`config.mk`:
```
export PLATFORM = sky130hd
export DESIGN_NAME = ttc_cmd_gen
export DESIGN_NICKNAME = d
export VERILOG_FILES = /design/src/rtl/ttc_pkg.sv /design/src/rtl/ttc_bx_counter.sv /design/src/rtl/ttc_cmd_gen.sv
export SDC_FILE = /design/constraint.sdc
export NUM_CORES = 1
export LEC_CHECK = 0
export ABC_AREA = 1
export CAP_MARGIN = 20
export CORE_UTILIZATION = 53
export CTS_BUF_LIST = sky130_fd_sc_hd__clkbuf_2
export CTS_CLUSTER_SIZE = 28
export DETAILED_ROUTE_END_ITERATION = 8
export GPL_TIMING_DRIVEN = 1
export MAX_ROUTING_LAYER = met4
export PLACE_DENSITY = 0.77
export SLEW_MARGIN = 30
export SYNTH_ARGS = -nofsm -noshare
export SYNTH_HDL_FRONTEND = slang
export SYNTH_SLANG_ARGS = --single-unit
```
`constraint.sdc`:
```
create_clock -name CLK40 -period 2.8 [get_ports CLK40]
set_input_delay 0.42 -clock CLK40 [delete_from_list [all_inputs] [get_ports CLK40]]
set_output_delay 0.42 -clock CLK40 [all_outputs]
set_load 0.05 [all_outputs]
```
`src/rtl/ttc_pkg.sv`:
```
// ttc_pkg: shared encodings and defaults for the TTC fast-control
// self-test generator and the receive-side checker.
package ttc_pkg;

   typedef enum logic [1:0] {
      ST_IDLE  = 2'd0,
      ST_FIRE  = 2'd1,
      ST_GAP   = 2'd2,
      ST_GUARD = 2'd3
   } ttc_state_e;

   typedef enum logic [1:0] {
      MM_NONE = 2'b00,
      MM_ALL  = 2'b01,
      MM_ALT  = 2'b10,
      MM_LAST = 2'b11
   } match_mode_e;

   localparam int ORBIT_LEN_DEF    = 3564;
   localparam int MIN_SPACING_DEF  = 3;
   localparam int RESYNC_GUARD_DEF = 16;

   typedef struct packed {
      logic [11:0] bx;
      logic        bc0;
   } bx_st_t;

   typedef struct packed {
      ttc_state_e  st;
      match_mode_e mode;
      logic [7:0]  rem;
      logic [7:0]  sp;
      logic [7:0]  gap;
      logic [15:0] gcnt;
      logic        alt;
      logic        rs_pend;
      logic        l1a;
      logic        match;
      logic        resync;
      logic        busy;
      logic [23:0] cnt;
   } gen_st_t;

endpackage

```
`src/rtl/ttc_bx_counter.sv`:
```
// ttc_bx_counter: orbit BX counter with registered BC0 strobe and
// synchronous clear, optionally triplicated.
module ttc_bx_counter
   import ttc_pkg::*;
#(
   parameter int ORBIT_LEN = ORBIT_LEN_DEF,
   parameter int BC0_BX    = 0,
   parameter int TMR       = 0
) (
   input  logic        clk_i,
   input  logic        rst_i,
   input  logic        en_i,
   input  logic        bc0_en_i,
   input  logic        clr_i,
   output logic [11:0] bx_o,
   output logic        bc0_o
);

   localparam logic [11:0] BX_LAST = 12'(ORBIT_LEN - 1);
   localparam logic [11:0] BX_BC0  = 12'(BC0_BX);
   localparam int          W       = $bits(bx_st_t);

   bx_st_t st_q;
   bx_st_t st_d;

   // BC0 is compared against the next BX so it lines up with BX_CNT
   always_comb begin
      st_d = st_q;
      if (clr_i) begin
         st_d.bx = 12'd0;
      end else if (en_i) begin
         st_d.bx = (st_q.bx == BX_LAST) ? 12'd0 : st_q.bx + 12'd1;
      end
      st_d.bc0 = en_i && bc0_en_i && (st_d.bx == BX_BC0);
   end

   if (TMR != 0) begin : g_tmr
      logic [W-1:0] c0_q;
      logic [W-1:0] c1_q;
      logic [W-1:0] c2_q;
      always_ff @(posedge clk_i or posedge rst_i) begin
         if (rst_i) begin
            c0_q <= '0;
            c1_q <= '0;
            c2_q <= '0;
         end else begin
            c0_q <= st_d;
            c1_q <= st_d;
            c2_q <= st_d;
         end
      end
      assign st_q = (c0_q & c1_q) | (c0_q & c2_q) | (c1_q & c2_q);
   end else begin : g_one
      always_ff @(posedge clk_i or posedge rst_i) begin
         if (rst_i) st_q <= '0;
         else       st_q <= st_d;
      end
   end

   assign bx_o  = st_q.bx;
   assign bc0_o = st_q.bc0;

endmodule

```
`src/rtl/ttc_cmd_gen.sv`:
```
// ttc_cmd_gen: self-test source of the L1A / L1A_MATCH / RESYNC / BC0
// fast-control stream at CLK40, with burst FSM and resync guard.
module ttc_cmd_gen
   import ttc_pkg::*;
#(
   parameter int ORBIT_LEN    = ORBIT_LEN_DEF,
   parameter int BC0_BX       = 0,
   parameter int MIN_SPACING  = MIN_SPACING_DEF,
   parameter int RESYNC_GUARD = RESYNC_GUARD_DEF,
   parameter int TMR          = 0
) (
   input  logic        CLK40,
   input  logic        RST,
   input  logic        ENABLE,
   input  logic        BC0_EN,
   input  logic        L1A_REQ,
   input  logic [7:0]  L1A_NUM,
   input  logic [7:0]  L1A_SPACING,
   input  logic [1:0]  MATCH_MODE,
   input  logic        RESYNC_REQ,
   output logic        L1A,
   output logic        L1A_MATCH,
   output logic        RESYNC,
   output logic        BC0,
   output logic [11:0] BX_CNT,
   output logic [23:0] L1A_CNT,
   output logic        BUSY
);

   localparam logic [7:0]  MIN_SP = 8'(MIN_SPACING);
   localparam logic [15:0] G_LAST = 16'(RESYNC_GUARD - 1);
   localparam int          W      = $bits(gen_st_t);

   gen_st_t st_q;
   gen_st_t st_d;
   logic    accept;

   // a RESYNC request in the same cycle outranks a burst request
   assign accept = L1A_REQ && ENABLE && (L1A_NUM != 8'd0) && !RESYNC_REQ;

   always_comb begin
      st_d         = st_q;
      st_d.l1a     = 1'b0;
      st_d.match   = 1'b0;
      st_d.resync  = 1'b0;
      st_d.busy    = (st_q.st != ST_IDLE);
      st_d.rs_pend = RESYNC_REQ;
      if (st_q.rs_pend) begin
         st_d.resync = 1'b1;
         st_d.cnt    = 24'd0;
         st_d.st     = ST_GUARD;
         st_d.gcnt   = G_LAST;
      end else begin
         unique case (st_q.st)
            ST_IDLE: begin
               if (accept) begin
                  st_d.st   = ST_FIRE;
                  st_d.rem  = L1A_NUM;
                  st_d.sp   = (L1A_SPACING < MIN_SP) ? MIN_SP : L1A_SPACING;
                  st_d.mode = match_mode_e'(MATCH_MODE);
                  st_d.alt  = 1'b0;
               end
            end
            ST_FIRE: begin
               if (!ENABLE) begin
                  st_d.st = ST_IDLE;
               end else begin
                  st_d.l1a = 1'b1;
                  st_d.cnt = st_q.cnt + 24'd1;
                  st_d.rem = st_q.rem - 8'd1;
                  st_d.alt = ~st_q.alt;
                  st_d.gap = st_q.sp - 8'd2;
                  st_d.st  = (st_q.rem == 8'd1) ? ST_IDLE : ST_GAP;
                  unique case (st_q.mode)
                     MM_NONE: st_d.match = 1'b0;
                     MM_ALL:  st_d.match = 1'b1;
                     MM_ALT:  st_d.match = ~st_q.alt;
                     MM_LAST: st_d.match = (st_q.rem == 8'd1);
                  endcase
               end
            end
            ST_GAP: begin
               if (!ENABLE)                st_d.st  = ST_IDLE;
               else if (st_q.gap == 8'd0)  st_d.st  = ST_FIRE;
               else                        st_d.gap = st_q.gap - 8'd1;
            end
            ST_GUARD: begin
               if (st_q.gcnt == 16'd0) st_d.st   = ST_IDLE;
               else                    st_d.gcnt = st_q.gcnt - 16'd1;
            end
         endcase
      end
   end

   if (TMR != 0) begin : g_tmr
      logic [W-1:0] c0_q;
      logic [W-1:0] c1_q;
      logic [W-1:0] c2_q;
      always_ff @(posedge CLK40 or posedge RST) begin
         if (RST) begin
            c0_q <= '0;
            c1_q <= '0;
            c2_q <= '0;
         end else begin
            c0_q <= st_d;
            c1_q <= st_d;
            c2_q <= st_d;
         end
      end
      assign st_q = (c0_q & c1_q) | (c0_q & c2_q) | (c1_q & c2_q);
   end else begin : g_one
      always_ff @(posedge CLK40 or posedge RST) begin
         if (RST) st_q <= '0;
         else     st_q <= st_d;
      end
   end

   ttc_bx_counter #(
      .ORBIT_LEN (ORBIT_LEN),
      .BC0_BX    (BC0_BX),
      .TMR       (TMR)
   ) u_bx (
      .clk_i    (CLK40),
      .rst_i    (RST),
      .en_i     (ENABLE),
      .bc0_en_i (BC0_EN),
      .clr_i    (st_q.rs_pend),
      .bx_o     (BX_CNT),
      .bc0_o    (BC0)
   );

   assign L1A       = st_q.l1a;
   assign L1A_MATCH = st_q.match;
   assign RESYNC    = st_q.resync;
   assign L1A_CNT   = st_q.cnt;
   assign BUSY      = st_q.busy;

endmodule

```
==> impl_metrics.toml <==
[global_route]
grt_pass1_vias = 5013
busiest_layer = "met2"
grt_overflow_total = 0
globalRouteMet2Util = 0.4497
grt.total_usage = 0.2694
grt_max_degree = 45
antenna_found_initial = 0
grt_pass1_wl_microns = 21620
grt_use_met3 = 0.04475
grtUsageMet1 = 0.3233

[power_and_ir_drop]
design_power_total_mw = 3.494
vdd_drop_max_mv = 0.3385
p_per_area_nw_per_um2 = 569.1
leakage_nw = 2.952

[place]
place_congestion = 0.9303
io_buffers = 64
dp.final_hpwl_microns = 9374
place_area_sq_um = 6031

[yosys]
synth_cells = 754
synth_edf_count = 0
ys_ff_latch = 87
ys_seq_area_frac = 0.4021
synthFlopType = "dfrtp_1"
synth_cell_types = 40
synthTopCellsByArea = "dfrtp_1 40%, nand2_1 14%, inv_1 6.6%"
yosysWarnings = 0
synth_top_cell_area_share = 0.4021
synthArstFlopShare = 1.000
synth_fp_nets = 788
syn-mean-instance-area_sq_um = 7.180
synthesis.area_sq_um = 5414
yosysTopAreaCell = "dfrtp_1"

[clock_network]
postCtsSetupRepairBufs = 0
clkTransAtPathRegs_ns = 0.24
post_cts_resized = 0
cts_buffer_depth = 2
cts-root-buf = "clkbuf_2"
ctsHoldBuffers = 0
clock_latency_ns = 0.55
cts_made_buffers = 9
cts_sinks = 87
cts_tree = "done"
htree_num_levels = 3

[finish]
area_growth_pct = 13.40
fin_util = 0.6253
register_area_sq_um = 2177
fillers = 901
antenna_cells = 0
nets = 833
multi_input_area_sq_um = 2586
layout-drive-gt1-share = 0.07090
design_area_sq_um = 6140

[floorplan]
die_h_microns = 103.1
io_pins = 65
initial_core_util = 0.5514
die_w_microns = 103.1
rows = 36
core_sq_um = 9819
die_area_sq_um = 10620

[timing]
fmax_ghz = 0.4162
min_period_over_period = 0.8581
finalSetupViolations = 0
worst_pin_slew_ns = 0.5518
finalCriticalPeriod_ns = 2.403
hold_viol_final = 0
finClkSkew_ns = 0.02075
rsz0062_at_grt = "false"
finalSetupTns_ns = 0
slew_viol_final = 0
slew_headroom = 0.6310

[critical_path]
endpoint = "BX_CNT[4]"
path_class = "register to output port"
cp_top_family = "buffers and inverters"
cp.required_ns = 2.38
worstSetupEndpointType = "output port"
cpMaxStageDelayCell = "clkdlybuf4s50_1"
reg2reg_slack_ns = 0.94
crit_fanout = 7
cp_slowest_stage_delay_ns = 0.87
start_kind = "register"
reg2regPathDepth = 10
path_cells = "clkdlybuf4s50_1"
critical_path_arrival_ns = 1.98
path_depth = 1
r2r-start = "st_q[30]"
crit_path_start = "u_bx.bx_o[4]"
reg2reg_to = "st_q[30]"
critical_path_buf_inv_count = 1

[detailed_routing]
post-route-drc-count = 0
first_iter_violations = 263
via_count = 4982
final_antenna_net_count = 0
post_drt_wl_per_cell_microns = 13.37
wl_microns = 12530
drtPass1Iterations = 5
viasPerCell = 5.317

[outcome]
status = "finished, final reports clean"

[min_path]
hold_path.class = "primary input to async pin"

[flow_run]
cap_viol_max_count = 0
==> worst min-delay path by stage <==
stage	endpoint	from	cells after the start	slack, ns
global route	u_bx.bx_o[6]	RST	2	0.13
detailed placement	st_q[67]	st_q[67]	2	0.50
floorplan	st_q[28]	RESYNC_REQ	0	0.45
finish	L1A_CNT[22]	RST	2	0.16
CTS	L1A_CNT[22]	RST	2	0.15
global placement	st_q[69]	st_q[69]	2	0.49
==> flip-flops by register name, summed over array words and instances (netlist names) <==
name and flops:
L1A 1, RESYNC 1, L1A_CNT 24, u_bx.bx_o 12, BUSY 1, L1A_MATCH 1, u_bx.bc0_o 1, st_q 46
==> layout by cell type (no fill, tap or decap), drive strengths merged, types with 2 or more instances in the layout <==
| master | count |
|---|---|
| nand2 | 212 |
| inv | 103 |
| nor2 | 96 |
| dfrtp | 87 |
| clkdlybuf4s50 | 64 |
| o21ai | 57 |
| nand3 | 48 |
| nand4 | 32 |
| a21oi | 24 |
| ha | 10 |
| clkbuf | 10 |
| nor3 | 10 |
| xor2 | 8 |
| buf | 8 |
| clkinv | 4 |
| nand3b | 3 |
| xnor2 | 3 |
| o31ai | 3 |
| nor4 | 3 |
| o21bai | 2 |
| a311oi | 2 |
| o22ai | 2 |
| a211oi | 2 |
| a31oi | 2 |
==> cell families (layout without fill, tap and decap cells) <==
kind of cell | count (synthesis) | after routing | share of synthesized area
fa+ha+maj | 10 | 10 | 0.02311
compound gates | 98 | 98 | 0.09845
mux | 1 | 1 | 0.001849
xor+xnor | 11 | 11 | 0.01780
buf+inv | 141 | 191 | 0.1202
simple gates | 406 | 406 | 0.3365
flops | 87 | 87 | 0.4021
==> cell usage after synthesis, drive strengths merged (2+ instances only) <==
master / count
a211oi: 2
a21oi: 24
a311oi: 2
a31oi: 2
buf: 36
clkbuf: 2
dfrtp: 87
ha: 10
inv: 103
nand2: 212
nand3: 48
nand3b: 3
nand4: 32
nor2: 96
nor3: 10
nor4: 3
o21ai: 57
o21bai: 2
o22ai: 2
o31ai: 3
xnor2: 3
xor2: 8
==> power by group <==
part	internal (mW)	switching, mW	leakage, nW
sequential	1.43	0.142	1.15
combinational	0.441	0.834	1.74
clock	0.206	0.440	0.0674
==> per-stage QoR <==
| stage | hold WS [ns] | worst slack, ns | std cells |
|---|---|---|---|
| 2_1_floorplan | 0.4514 | 0.1298 | 754 |
| 3_3_place_gp | 0.4872 | 0.6023 | 921 |
| 3_5_place_dp | 0.4962 | 0.5414 | 921 |
| 4_1_cts | 0.1467 | 0.3710 | 937 |
| 5_1_grt | 0.1319 | 0.2858 | 937 |
| 6_report | 0.1558 | 0.3973 | 937 |
==> final cells by class <==
type | count | share of cell area
well taps | 133 | 0.02710
repair buffers | 72 | 0.1162
clock buffers | 10 | 0.008152
inverters | 103 | 0.06318
multi-input cells | 526 | 0.4212
flip-flops and latches | 87 | 0.3546
clock inverters | 6 | 0.009578
==> layer usage <==
| layer | vias up | wire [microns] |
|---|---|---|
| li1 | 2493 | - |
| met1 | 2313 | 5475 |
| met2 | 152 | 6165 |
| met3 | 24 | 610 |
| met4 | 0 | 275 |
| met5 | - | 0 |
(Power assumes the default switching activity.)
